===== src/rtl/ste_snd_pkg.sv =====
// ============================================================================
// ste_snd_pkg - register map, control bits and sequencer states for STE DMA sound
// Rev 1.0
// ============================================================================
`default_nettype none

package ste_snd_pkg;

    localparam int SND_ADDR_W = 23;

    localparam logic [4:0] SND_CTRL     = 5'd0;
    localparam logic [4:0] SND_START_HI = 5'd1;
    localparam logic [4:0] SND_START_MI = 5'd2;
    localparam logic [4:0] SND_START_LO = 5'd3;
    localparam logic [4:0] SND_CNT_HI   = 5'd4;
    localparam logic [4:0] SND_CNT_MI   = 5'd5;
    localparam logic [4:0] SND_CNT_LO   = 5'd6;
    localparam logic [4:0] SND_END_HI   = 5'd7;
    localparam logic [4:0] SND_END_MI   = 5'd8;
    localparam logic [4:0] SND_END_LO   = 5'd9;

    localparam int CTRL_EN_BIT   = 0;
    localparam int CTRL_LOOP_BIT = 1;

    typedef enum logic [1:0] {
        IDLE = 2'd0,
        REQ  = 2'd1,
        LOAD = 2'd2,
        STEP = 2'd3
    } snd_state_e;

endpackage

`default_nettype wire


===== src/rtl/ste_snd_dma_ctrl_if.sv =====
// ============================================================================
// ste_snd_dma_ctrl_if - CPU register bus plus FIFO/memory-slot handshake
// Rev 1.0
// ============================================================================
`default_nettype none

interface ste_snd_dma_ctrl_if #(
    parameter int ADDR_W = 23
) ();
    logic              cs;
    logic              rw;
    logic [4:0]        a;
    logic [7:0]        din;
    logic [7:0]        dout;
    logic              sreq;
    logic              slot;
    logic              snd_req;
    logic [ADDR_W-1:0] addr;
    logic              sload_n;
    logic              sint;
    logic              sactive;

    modport master (
        output cs, rw, a, din, sreq, slot,
        input  dout, snd_req, addr, sload_n, sint, sactive
    );

    modport slave (
        input  cs, rw, a, din, sreq, slot,
        output dout, snd_req, addr, sload_n, sint, sactive
    );
endinterface

`default_nettype wire


===== src/rtl/snd_frame_cnt.sv =====
// ============================================================================
// snd_frame_cnt - frame word counter with latched end address and end compare
// Rev 1.0
// ============================================================================
`default_nettype none

module snd_frame_cnt #(
    parameter int ADDR_W = 23
) (
    input  logic              clk32,
    input  logic              resb,
    input  logic              load_i,
    input  logic              inc_i,
    input  logic [ADDR_W-1:0] start_i,
    input  logic [ADDR_W-1:0] end_i,
    output logic [ADDR_W-1:0] cnt_o,
    output logic              last_o,
    output logic              empty_o
);
    logic [ADDR_W-1:0] cnt_q, cnt_d;
    logic [ADDR_W-1:0] end_q, end_d;
    logic [ADDR_W-1:0] w_cnt_inc;

    assign w_cnt_inc = cnt_q + ADDR_W'(1);

    always_comb begin
        cnt_d = cnt_q;
        end_d = end_q;
        if (load_i) begin
            cnt_d = start_i;
            end_d = end_i;
        end else if (inc_i) begin
            cnt_d = w_cnt_inc;
        end
    end

    always_ff @(posedge clk32 or negedge resb) begin
        if (!resb) begin
            cnt_q <= '0;
            end_q <= '0;
        end else begin
            cnt_q <= cnt_d;
            end_q <= end_d;
        end
    end

    assign cnt_o   = cnt_q;
    assign last_o  = (w_cnt_inc == end_q);
    assign empty_o = (cnt_q == end_q);

endmodule

`default_nettype wire


===== src/rtl/ste_snd_dma_ctrl.sv =====
// ============================================================================
// ste_snd_dma_ctrl - STE DMA-sound sequencer: register file, slot FSM, FIFO load strobe
// Rev 1.0
// ============================================================================
`default_nettype none

module ste_snd_dma_ctrl
    import ste_snd_pkg::*;
#(
    parameter int LOAD_CYCLES = 4,
    parameter int ADDR_W      = SND_ADDR_W
) (
    input  logic              clk32,
    input  logic              resb,
    ste_snd_dma_ctrl_if.slave bus
);
    localparam int              TMR_W    = (LOAD_CYCLES > 1) ? $clog2(LOAD_CYCLES) : 1;
    localparam logic [TMR_W-1:0] TMR_LAST = TMR_W'(LOAD_CYCLES - 1);

    logic              cs_q;
    logic              en_q;
    logic              loop_q;
    logic [ADDR_W-1:0] start_q;
    logic [ADDR_W-1:0] end_q;

    snd_state_e        state_q;
    logic [TMR_W-1:0]  tmr_q;
    logic              snd_req_q;
    logic              sload_n_q;
    logic              sint_q;
    logic [ADDR_W-1:0] addr_q;

    logic              w_wr;
    logic              w_en_rise;
    logic [ADDR_W-1:0] w_cnt;
    logic              w_last;
    logic              w_cnt_empty;
    logic              w_empty_stop;
    logic              w_frame_end;
    logic              w_reload;
    logic              w_clr_en;
    logic [7:0]        w_dout;

    // One write pulse per bus access, taken on the first cycle cs is seen high.
    assign w_wr      = bus.cs & ~cs_q & ~bus.rw;
    assign w_en_rise = w_wr && (bus.a == SND_CTRL) && bus.din[CTRL_EN_BIT] && !en_q;

    assign w_empty_stop = (state_q == IDLE) && en_q && w_cnt_empty;
    assign w_frame_end  = (state_q == STEP) && en_q && w_last;
    assign w_reload     = w_frame_end && loop_q && (start_q != end_q);
    assign w_clr_en     = w_empty_stop || (w_frame_end && !w_reload);

    snd_frame_cnt #(.ADDR_W(ADDR_W)) u_frame_cnt (
        .clk32   (clk32),
        .resb    (resb),
        .load_i  (w_en_rise || w_reload),
        .inc_i   (state_q == STEP),
        .start_i (start_q),
        .end_i   (end_q),
        .cnt_o   (w_cnt),
        .last_o  (w_last),
        .empty_o (w_cnt_empty)
    );

    // Byte-register mapping assumes a 24-bit byte address (word bits [22:0]).
    always_ff @(posedge clk32 or negedge resb) begin
        if (!resb) begin
            cs_q    <= 1'b0;
            en_q    <= 1'b0;
            loop_q  <= 1'b0;
            start_q <= '0;
            end_q   <= '0;
        end else begin
            cs_q <= bus.cs;
            if (w_clr_en) begin
                en_q <= 1'b0;
            end
            if (w_wr) begin
                case (bus.a)
                    SND_CTRL: begin
                        en_q   <= bus.din[CTRL_EN_BIT];
                        loop_q <= bus.din[CTRL_LOOP_BIT];
                    end
                    SND_START_HI: start_q[22:15] <= bus.din;
                    SND_START_MI: start_q[14:7]  <= bus.din;
                    SND_START_LO: start_q[6:0]   <= bus.din[7:1];
                    SND_END_HI:   end_q[22:15]   <= bus.din;
                    SND_END_MI:   end_q[14:7]    <= bus.din;
                    SND_END_LO:   end_q[6:0]     <= bus.din[7:1];
                    default: ;
                endcase
            end
        end
    end

    // snd_req is registered, so it follows sreq one cycle late while in REQ.
    always_ff @(posedge clk32 or negedge resb) begin
        if (!resb) begin
            state_q   <= IDLE;
            tmr_q     <= '0;
            snd_req_q <= 1'b0;
            sload_n_q <= 1'b1;
            sint_q    <= 1'b0;
            addr_q    <= '0;
        end else begin
            snd_req_q <= 1'b0;
            sint_q    <= 1'b0;
            case (state_q)
                IDLE: begin
                    if (en_q) begin
                        if (w_cnt_empty) begin
                            sint_q <= 1'b1;
                        end else begin
                            state_q   <= REQ;
                            snd_req_q <= bus.sreq;
                        end
                    end
                end
                REQ: begin
                    if (!en_q) begin
                        state_q <= IDLE;
                    end else if (bus.slot && bus.sreq) begin
                        state_q   <= LOAD;
                        sload_n_q <= 1'b0;
                        addr_q    <= w_cnt;
                        tmr_q     <= TMR_LAST;
                    end else begin
                        snd_req_q <= bus.sreq;
                    end
                end
                LOAD: begin
                    if (tmr_q == '0) begin
                        sload_n_q <= 1'b1;
                        state_q   <= STEP;
                    end else begin
                        tmr_q <= tmr_q - TMR_W'(1);
                    end
                end
                STEP: begin
                    if (w_frame_end) begin
                        sint_q <= 1'b1;
                        if (w_reload) begin
                            state_q   <= REQ;
                            snd_req_q <= bus.sreq;
                        end else begin
                            state_q <= IDLE;
                        end
                    end else if (en_q) begin
                        state_q   <= REQ;
                        snd_req_q <= bus.sreq;
                    end else begin
                        state_q <= IDLE;
                    end
                end
                default: state_q <= IDLE;
            endcase
        end
    end

    always_comb begin
        w_dout = 8'h00;
        case (bus.a)
            SND_CTRL:     w_dout = {6'b0, loop_q, en_q};
            SND_START_HI: w_dout = start_q[22:15];
            SND_START_MI: w_dout = start_q[14:7];
            SND_START_LO: w_dout = {start_q[6:0], 1'b0};
            SND_CNT_HI:   w_dout = w_cnt[22:15];
            SND_CNT_MI:   w_dout = w_cnt[14:7];
            SND_CNT_LO:   w_dout = {w_cnt[6:0], 1'b0};
            SND_END_HI:   w_dout = end_q[22:15];
            SND_END_MI:   w_dout = end_q[14:7];
            SND_END_LO:   w_dout = {end_q[6:0], 1'b0};
            default:      w_dout = 8'h00;
        endcase
    end

    assign bus.dout    = w_dout;
    assign bus.snd_req = snd_req_q;
    assign bus.addr    = addr_q;
    assign bus.sload_n = sload_n_q;
    assign bus.sint    = sint_q;
    assign bus.sactive = en_q;

endmodule

`default_nettype wire


===== src/flat_wrapper.sv =====
// flat-port wrapper written by rule: the top's interface ports become plain ports
module ste_snd_dma_ctrl_flat import ste_snd_pkg::*;
#(
    parameter int LOAD_CYCLES = 4,
    parameter int ADDR_W      = SND_ADDR_W
)
  (clk32, resb, bus_cs, bus_rw, bus_a, bus_din, bus_sreq, bus_slot, bus_dout, bus_snd_req, bus_addr, bus_sload_n, bus_sint, bus_sactive);
  ste_snd_dma_ctrl_if #(.ADDR_W(ADDR_W)) bus_i ();
  input  logic clk32;
  input  logic resb;
  input wire logic [$bits(bus_i.cs)-1:0] bus_cs;
  input wire logic [$bits(bus_i.rw)-1:0] bus_rw;
  input wire logic [$bits(bus_i.a)-1:0] bus_a;
  input wire logic [$bits(bus_i.din)-1:0] bus_din;
  input wire logic [$bits(bus_i.sreq)-1:0] bus_sreq;
  input wire logic [$bits(bus_i.slot)-1:0] bus_slot;
  output wire logic [$bits(bus_i.dout)-1:0] bus_dout;
  output wire logic [$bits(bus_i.snd_req)-1:0] bus_snd_req;
  output wire logic [$bits(bus_i.addr)-1:0] bus_addr;
  output wire logic [$bits(bus_i.sload_n)-1:0] bus_sload_n;
  output wire logic [$bits(bus_i.sint)-1:0] bus_sint;
  output wire logic [$bits(bus_i.sactive)-1:0] bus_sactive;
  assign bus_i.cs = bus_cs;
  assign bus_i.rw = bus_rw;
  assign bus_i.a = bus_a;
  assign bus_i.din = bus_din;
  assign bus_i.sreq = bus_sreq;
  assign bus_i.slot = bus_slot;
  assign bus_dout = bus_i.dout;
  assign bus_snd_req = bus_i.snd_req;
  assign bus_addr = bus_i.addr;
  assign bus_sload_n = bus_i.sload_n;
  assign bus_sint = bus_i.sint;
  assign bus_sactive = bus_i.sactive;
  ste_snd_dma_ctrl #(.LOAD_CYCLES(LOAD_CYCLES), .ADDR_W(ADDR_W)) u_core (.clk32(clk32), .resb(resb), .bus(bus_i));
endmodule

===== config.mk =====
export PLATFORM = sky130hd
export DESIGN_NAME = ste_snd_dma_ctrl_flat
export DESIGN_NICKNAME = d
export VERILOG_FILES = /design/src/rtl/ste_snd_pkg.sv /design/src/rtl/ste_snd_dma_ctrl_if.sv /design/src/rtl/snd_frame_cnt.sv /design/src/rtl/ste_snd_dma_ctrl.sv /design/src/flat_wrapper.sv
export SDC_FILE = /design/constraint.sdc
export NUM_CORES = 1
export LEC_CHECK = 0
export ABC_AREA = 1
export CORE_AREA = 2 2 119 121
export CTS_CLUSTER_DIAMETER = 80
export CTS_CLUSTER_SIZE = 40
export DETAILED_ROUTE_END_ITERATION = 10
export DIE_AREA = 0 0 121 123
export PLACE_DENSITY = 0.77
export SLEW_MARGIN = 40
export SYNTH_ARGS = -nofsm -noshare
export SYNTH_HDL_FRONTEND = slang
export SYNTH_SLANG_ARGS = --single-unit

===== constraint.sdc =====
create_clock -name clk32 -period 2.83 [get_ports clk32]
set_input_delay 0.4245 -clock clk32 [delete_from_list [all_inputs] [get_ports clk32]]
set_output_delay 0.4245 -clock clk32 [all_outputs]
set_load 0.01 [all_outputs]

==> results of run 1 <==
layer usage:
| layer | global-route usage, % | wire (um) |
|---|---|---|
| met1 | 43.6 | 9840 |
| met2 | 50.9 | 10500 |
| met3 | 7.75 | 1850 |
| met4 | 17.3 | 1010 |
| met5 | 0 | 0 |
power by group:
| part | total, W | switching (W) | internal [W] |
|---|---|---|---|
| Combinational | 0.00254 | 0.00151 | 0.00103 |
| Sequential | 0.00263 | 0.000466 | 0.00216 |
| Clock | 0.00240 | 0.000843 | 0.00156 |
registers in the layout, indices dropped and copies added, names as in the netlist, named ones only:
name and count:
u_core.bus.addr 23, u_core.bus.sactive 1, u_core.bus.sint 1, u_core.bus.sload_n 1, u_core.bus.snd_req 1, u_core.cs_q 1
u_core.end_q 23, u_core.loop_q 1, u_core.start_q 23, u_core.state_q 1, u_core.tmr_q 2, u_core.u_frame_cnt.cnt_o 23
u_core.u_frame_cnt.end_q 23
cells by family (layout without fill, tap and decap cells):
kind of cell / count (synthesis) / count (layout) / synth area share, %
adder cells (fa/ha/maj): 6 / 6 / 1.02
other: 0 / 1 / 0
AND/OR/NAND/NOR: 546 / 546 / 31.9
AO/OA/AOI/OAI: 135 / 135 / 10.5
XOR/XNOR: 48 / 48 / 5.69
buffers and inverters: 154 / 229 / 8.55
flip-flops: 125 / 125 / 42.3
layout by cell type, fill, tap and decap left out, types with 7 or more instances in the layout:
cell                              netlist  final
sky130_fd_sc_hd__xnor2_1               31     31
sky130_fd_sc_hd__nand4_1               32     32
sky130_fd_sc_hd__o21ai_1               10     10
sky130_fd_sc_hd__nand3_1               82     81
sky130_fd_sc_hd__nor2_4                 5      7
sky130_fd_sc_hd__nor2_1                60     55
sky130_fd_sc_hd__clkbuf_16              0     17
sky130_fd_sc_hd__nand2_1              335    333
sky130_fd_sc_hd__a21oi_1               12     12
sky130_fd_sc_hd__xor2_1                17     17
sky130_fd_sc_hd__dfrtp_1              124    123
sky130_fd_sc_hd__o22ai_1                7      7
sky130_fd_sc_hd__a221oi_1              17     13
sky130_fd_sc_hd__o21ai_0               78     78
sky130_fd_sc_hd__nor3_1                12     12
sky130_fd_sc_hd__clkdlybuf4s50_1        0     45
sky130_fd_sc_hd__buf_4                  2     32
sky130_fd_sc_hd__nand2_2                5      7
sky130_fd_sc_hd__inv_1                103    102
Yosys cell counts, types with 3 or more instances:
library cell,instances
sky130_fd_sc_hd__ha_1,6
sky130_fd_sc_hd__xor2_1,17
sky130_fd_sc_hd__nor2_4,5
sky130_fd_sc_hd__inv_2,4
sky130_fd_sc_hd__buf_2,13
sky130_fd_sc_hd__inv_1,103
sky130_fd_sc_hd__nand4_1,32
sky130_fd_sc_hd__o21ai_0,78
sky130_fd_sc_hd__nand2_2,5
sky130_fd_sc_hd__nand2_1,335
sky130_fd_sc_hd__nor2_1,60
sky130_fd_sc_hd__buf_6,4
sky130_fd_sc_hd__a221oi_1,17
sky130_fd_sc_hd__dfrtp_1,124
sky130_fd_sc_hd__nor2_2,3
sky130_fd_sc_hd__clkbuf_1,28
sky130_fd_sc_hd__nand3b_1,4
sky130_fd_sc_hd__a31oi_1,3
sky130_fd_sc_hd__nor3_1,12
sky130_fd_sc_hd__o22ai_1,7
sky130_fd_sc_hd__o2111ai_1,3
sky130_fd_sc_hd__a21oi_1,12
sky130_fd_sc_hd__o21ai_1,10
sky130_fd_sc_hd__xnor2_1,31
sky130_fd_sc_hd__nand3_1,82
worst max path at each step:
stage / start / end / slack [ns] / depth (start not counted)
after floorplan: u_core.u_frame_cnt.cnt_o[1] / u_core.u_frame_cnt.end_q[11] / 0.49 / 14
after global placement: bus_a[4] / bus_dout[6] / -0.08 / 9
after detailed placement: bus_a[4] / bus_dout[6] / -0.08 / 9
after CTS: bus_a[1] / bus_dout[1] / 0.005 / 8
after global routing: bus_a[4] / bus_dout[4] / -0.01 / 10
final: bus_a[1] / bus_dout[4] / 0.04 / 8
through the flow:
stage	area [um2]	hold WS, ns	setup slack (ns)
final	8980	0.473	0.0391
after global routing	8970	0.486	-0.0135
after CTS	8910	0.474	0.00514
after detailed placement	8240	0.453	-0.0833
after global placement	8240	0.452	-0.0805
after floorplan	7390	0.129	0.489
worst max-delay path: stages:
cell	delay, ns
sky130_fd_sc_hd__clkdlybuf4s50_1	0.54
sky130_fd_sc_hd__nor2_1	0.07
sky130_fd_sc_hd__inv_1	0.11
sky130_fd_sc_hd__nor3_1	0.06
sky130_fd_sc_hd__buf_4	0.16
sky130_fd_sc_hd__a221oi_1	0.35
sky130_fd_sc_hd__nand3_1	0.14
sky130_fd_sc_hd__clkdlybuf4s50_1	0.51
what timing repair did:
action | CTS | global route
hold endpoints to repair | 1 | 0
pin swaps | 1 | 1
endpoints found under the setup margin | 5 | 37
hold buffers | 1 | 0
resized for setup | 6 | 19
final cells by class:
| class | instances | area share (%) |
|---|---|---|
| multi-input cells | 735 | 41.1 |
| diodes | 1 | 0.0279 |
| repair buffers | 90 | 9.80 |
| inverters | 107 | 4.50 |
| clock inverters | 14 | 2.43 |
| clock buffers | 18 | 4.78 |
| well taps | 180 | 2.51 |
| flip-flops and latches | 125 | 34.9 |
==> flow_summary_export.csv, run 1 <==
group,metric,value,unit
synth,yosys.area.top_type_share,42.0,%
synth,ys_seq_elements,125,
synth,synth_edf_count,0,
worst_setup_path,startpoint_type,"primary input",
placement,finalWeightedCongestion,0.995,
timing,post_route_fraction_of_the_period_consumed_by_the_critical_path,98.6,%
power_and_ir_drop,cellPowerDensity,843,nW/um2
final_layout,area.sequential,3130,um2
worst_setup_path,type_of_the_worst_setup_path,"in -> out",
worst_hold_path,worst_hold_path_type,"reg -> reg",
route,iteration_0_drc_count_of_the_detailed_router,720,
final_layout,layout.filler_cells,1189,
synth,yosys-top-cells-area,"sky130_fd_sc_hd__dfrtp_1, sky130_fd_sc_hd__nand2_1, sky130_fd_sc_hd__nand3_1, sky130_fd_sc_hd__o21ai_0, sky130_fd_sc_hd__inv_1",
route,postRouteAntennaNets,0,
synth,yosys_warnings,0,
synth,synth_flop_cell,"sky130_fd_sc_hd__dfrtp_1",
worst_hold_path,worstHoldPathCells,2,
floorplanning,pin_count,54,
synth,syn-num-nets,1039,
worst_setup_path,crit_path_max_fanout,9,
clock_network,numCtsBuffers,17,
timing,finalHoldViolCount,0,
route,drt_pass1_iterations,6,
clock_network,cts.root.buffer_cell,"sky130_fd_sc_hd__clkbuf_16",
floorplanning,initial_util,54.3,%
clock_network,worstSkewPairLatency,0.44,ns
clock_network,postCtsSetupRepairBufs,0,
timing,max_slew.worst_pin.slew,0.602,ns
synth,postSynthCellCount,1014,
floorplanning,core_region_area,13600,um2
timing,fin_crit,2.79,ns
clock_network,h-tree-depth,4,
power_and_ir_drop,power.static_leakage,4.43,nW
placement,dp.final_hpwl,17100,um
final_layout,multi_input_area,3690,um2
grt,globalRouteOverflowTotal,0,
timing,final_max_slew_viol_count,0,
route,dr_total_vias,7086,
synth,yosys.area.top_type,"sky130_fd_sc_hd__dfrtp_1",
timing,worst_clock_skew_on_the_final_layout,0.00933,ns
clock_network,cts_max_path_buffers,2,
timing,finalSetupTns,0,ns
floorplanning,die_x,121,um
timing,timing.final.setup_violations,0,
synth,synth_area_per_cell,7.29,um2
grt,grt_start_max_net_pins,59,
route,detail_route.wirelength,23200,um
clock_network,tritoncts,"built",
worst_setup_path,crit_path_end_kind,"primary output",
worst_hold_path,hold_end,"u_core.bus.addr[14]",
worst_setup_path,ff2ff_path_depth,14,
worst_setup_path,critical_path_arrival,2.37,ns
timing,timing.fmax,0.358,GHz
worst_setup_path,timing.reg2reg.setup_slack,0.20,ns
clock_network,clk_pin_slew_worst_paths,0.05,ns
run,cap_violations,0,
grt,number_of_antenna_violations_at_the_first_check_in_global_routing,0,
power_and_ir_drop,power,0.00757,W
final_layout,area_delta_synth_final,21.4,%
worst_hold_path,hold_path.startpoint,"u_core.bus.addr[14]",
final_layout,drive_gt1_share,9.46,%
final_layout,layout.cells.non_filler,1270,
worst_setup_path,rr_endpoint,"u_core.u_frame_cnt.cnt_o[8]",
placement,i_o_buffers,53,
synth,async_reset_ff_share,100,%
worst_setup_path,regToRegStartpoint,"u_core.u_frame_cnt.cnt_o[9]",
final_layout,count_of_nets_after_finishing,1101,
final_layout,post-route-util,66.0,%
grt,grt_use_total,33.1,%
route,wl_per_cell,18.3,um
placement,dp_cells,1236,
clock_network,cts.sink_count,125,
route,drt_drc_violations_left,0,
synth,yosys.cell_types.count,36,
grt,grt_pass1_vias,6678,
synth,seq_area_frac_synth,42.3,%
power_and_ir_drop,vdd.ir_drop.worst,0.000421,V
floorplanning,die_footprint,14900,um2
floorplanning,fp-row-count,43,
route,drt-vias-per-instance,5.58,
floorplanning,die_h,123,um
worst_setup_path,crit_required,2.41,ns
timing,slew_headroom,59.8,%
synth,syn_area,7390,um2
run_status,outcome,"finished clean",
grt,grt_pass1_wl,36700,um
(Power assumes the default switching activity.)
==> inputs of run 2 (changes only) <==
CTS_BUF_LIST = sky130_fd_sc_hd__clkbuf_4 sky130_fd_sc_hd__clkbuf_8   (was unset)
CTS_CLUSTER_SIZE = unset   (was 40)
==> flow_summary_export.csv, run 2 (synthesized netlist as in run 1, its figures left out) <==
group,metric,value,unit
run_status,outcome,"finished clean",
timing,timing.final.setup_violations,0,
power_and_ir_drop,vdd.ir_drop.worst,0.000398,V
grt,grt_pass1_vias,6612,
route,dr_total_vias,7110,
final_layout,layout.filler_cells,1235,
power_and_ir_drop,power,0.00699,W
floorplanning,pin_count,54,
worst_setup_path,critical_path_arrival,2.33,ns
worst_setup_path,timing.reg2reg.setup_slack,0.21,ns
final_layout,multi_input_area,3690,um2
worst_hold_path,worstHoldPathCells,2,
timing,fin_crit,2.75,ns
final_layout,area.sequential,3130,um2
floorplanning,initial_util,54.3,%
clock_network,postCtsSetupRepairBufs,0,
power_and_ir_drop,cellPowerDensity,796,nW/um2
route,wl_per_cell,18.2,um
clock_network,numCtsBuffers,17,
final_layout,most-common-layout-cells,"sky130_fd_sc_hd__nand2_1, sky130_fd_sc_hd__dfrtp_1, sky130_fd_sc_hd__inv_1",
route,iteration_0_drc_count_of_the_detailed_router,825,
timing,worst_clock_skew_on_the_final_layout,0.0102,ns
clock_network,cts.sink_count,125,
floorplanning,die_footprint,14900,um2
final_layout,post-route-util,64.6,%
power_and_ir_drop,power.static_leakage,4.34,nW
worst_setup_path,startpoint_type,"primary input",
worst_setup_path,crit_path_end_kind,"primary output",
floorplanning,die_h,123,um
route,detail_route.wirelength,23100,um
clock_network,cts.root.buffer_cell,"sky130_fd_sc_hd__clkbuf_8",
placement,dpl_cell_area,8240,um2
timing,timing.fmax,0.363,GHz
clock_network,clk_pin_slew_worst_paths,0.07,ns
route,drt_drc_violations_left,0,
floorplanning,die_x,121,um
route,postRouteAntennaNets,0,
worst_setup_path,crit_required,2.41,ns
grt,number_of_antenna_violations_at_the_first_check_in_global_routing,0,
worst_setup_path,type_of_the_worst_setup_path,"in -> out",
grt,grt_pass1_wl,36200,um
floorplanning,fp-row-count,43,
worst_setup_path,ff2ff_path_depth,17,
grt,grt_start_max_net_pins,59,
final_layout,area_delta_synth_final,18.9,%
clock_network,cts_max_path_buffers,2,
worst_setup_path,regToRegStartpoint,"u_core.u_frame_cnt.cnt_o[1]",
timing,slew_headroom,61.8,%
worst_hold_path,hold_path.startpoint,"u_core.bus.addr[20]",
route,drt-vias-per-instance,5.60,
clock_network,tritoncts,"built",
worst_hold_path,hold_end,"u_core.bus.addr[20]",
placement,finalWeightedCongestion,0.995,
grt,globalRouteOverflowTotal,0,
placement,dp.final_hpwl,17100,um
clock_network,h-tree-depth,4,
final_layout,drive_gt1_share,9.55,%
run,cap_violations,0,
worst_setup_path,crit_path_max_fanout,9,
final_layout,layout_commonest_cell,"sky130_fd_sc_hd__nand2_1",
grt,grt_use_total,32.6,%
final_layout,antenna_diode_count,0,
route,drt_pass1_iterations,6,
timing,finalHoldViolCount,0,
floorplanning,core_region_area,13600,um2
placement,i_o_buffers,53,
worst_setup_path,rr_endpoint,"u_core.u_frame_cnt.cnt_o[8]",
timing,post_route_fraction_of_the_period_consumed_by_the_critical_path,97.3,%
clock_network,worstSkewPairLatency,0.46,ns
worst_hold_path,worst_hold_path_type,"reg -> reg",
timing,final_max_slew_viol_count,0,
final_layout,fin_area,8790,um2
timing,max_slew.worst_pin.slew,0.571,ns
final_layout,count_of_nets_after_finishing,1101,
run 2: changes by cell type in the layout (fill, tap and decap cells not counted), sizes merged:
cell,previous run,this run
diode,1,0
run 2: worst max-delay path, cell delays in order:
cell	delay [ns]
sky130_fd_sc_hd__clkdlybuf4s50_1	0.54
sky130_fd_sc_hd__nor2_1	0.07
sky130_fd_sc_hd__inv_1	0.10
sky130_fd_sc_hd__nor3_1	0.06
sky130_fd_sc_hd__buf_4	0.16
sky130_fd_sc_hd__a221oi_1	0.34
sky130_fd_sc_hd__nand3_1	0.13
sky130_fd_sc_hd__clkdlybuf4s50_1	0.51
run 2: area by class of cell:
class,count,share of cell area (%)
inverters,107,4.60
flip-flops and latches,125,35.6
repair buffers,90,10.0
well taps,180,2.56
clock buffers,18,2.75
multi-input cells,735,42.0
clock inverters,14,2.48
run 2: metrics by stage:
stage	hold WS, ns	worst slack [ns]	cells	setup TNS (ns)
after floorplan	0.129	0.489	1014	0
after global placement	0.452	-0.0805	1236	-0.180
after detailed placement	0.453	-0.0833	1236	-0.150
after CTS	0.444	0.00514	1269	0
after global routing	0.473	-0.0135	1269	-0.0135
final	0.475	0.0757	1269	0
run 2: worst max-delay path by stage:
stage                           startpoint                      endpoint  slack [ns]  cells past startpoint
6_report                          bus_a[1]                   bus_dout[4]        0.08                      8
5_1_grt                           bus_a[4]                   bus_dout[4]       -0.01                     10
4_1_cts                           bus_a[1]                   bus_dout[1]       0.005                      8
3_5_place_dp                      bus_a[4]                   bus_dout[6]       -0.08                      9
3_3_place_gp                      bus_a[4]                   bus_dout[6]       -0.08                      9
2_1_floorplan  u_core.u_frame_cnt.cnt_o[1]  u_core.u_frame_cnt.end_q[11]        0.49                     14
run 2: power by group:
part	leakage, nW	total [W]	switching [W]	internal, W
clock network	0.223	0.00183	0.000774	0.00106
registers	1.61	0.00262	0.000465	0.00216
logic	2.51	0.00254	0.00150	0.00103
total	4.34	0.00699	0.00274	0.00425
run 2: repair_timing:
action | in CTS | in global routing
setup endpoints to repair | 5 | 37
endpoints found under the hold margin | 40 | 0
resized for setup | 6 | 19
hold buffers | 1 | 0
pin swaps | 1 | 1
run 2: routing by layer:
layer | part of all wire (%) | routed length [um] | GRT usage [%]
met5 | 0 | 0 | 0
met4 | 4.5 | 1030 | 16.8
met3 | 9.1 | 2100 | 7.24
met2 | 44 | 10200 | 49.8
met1 | 42 | 9740 | 43.7
==> inputs of run 3 (changes only) <==
CAP_MARGIN = 20   (was unset)
==> results of run 3 <==
The final DEF is identical to that of run 2; final timing and power are the same.
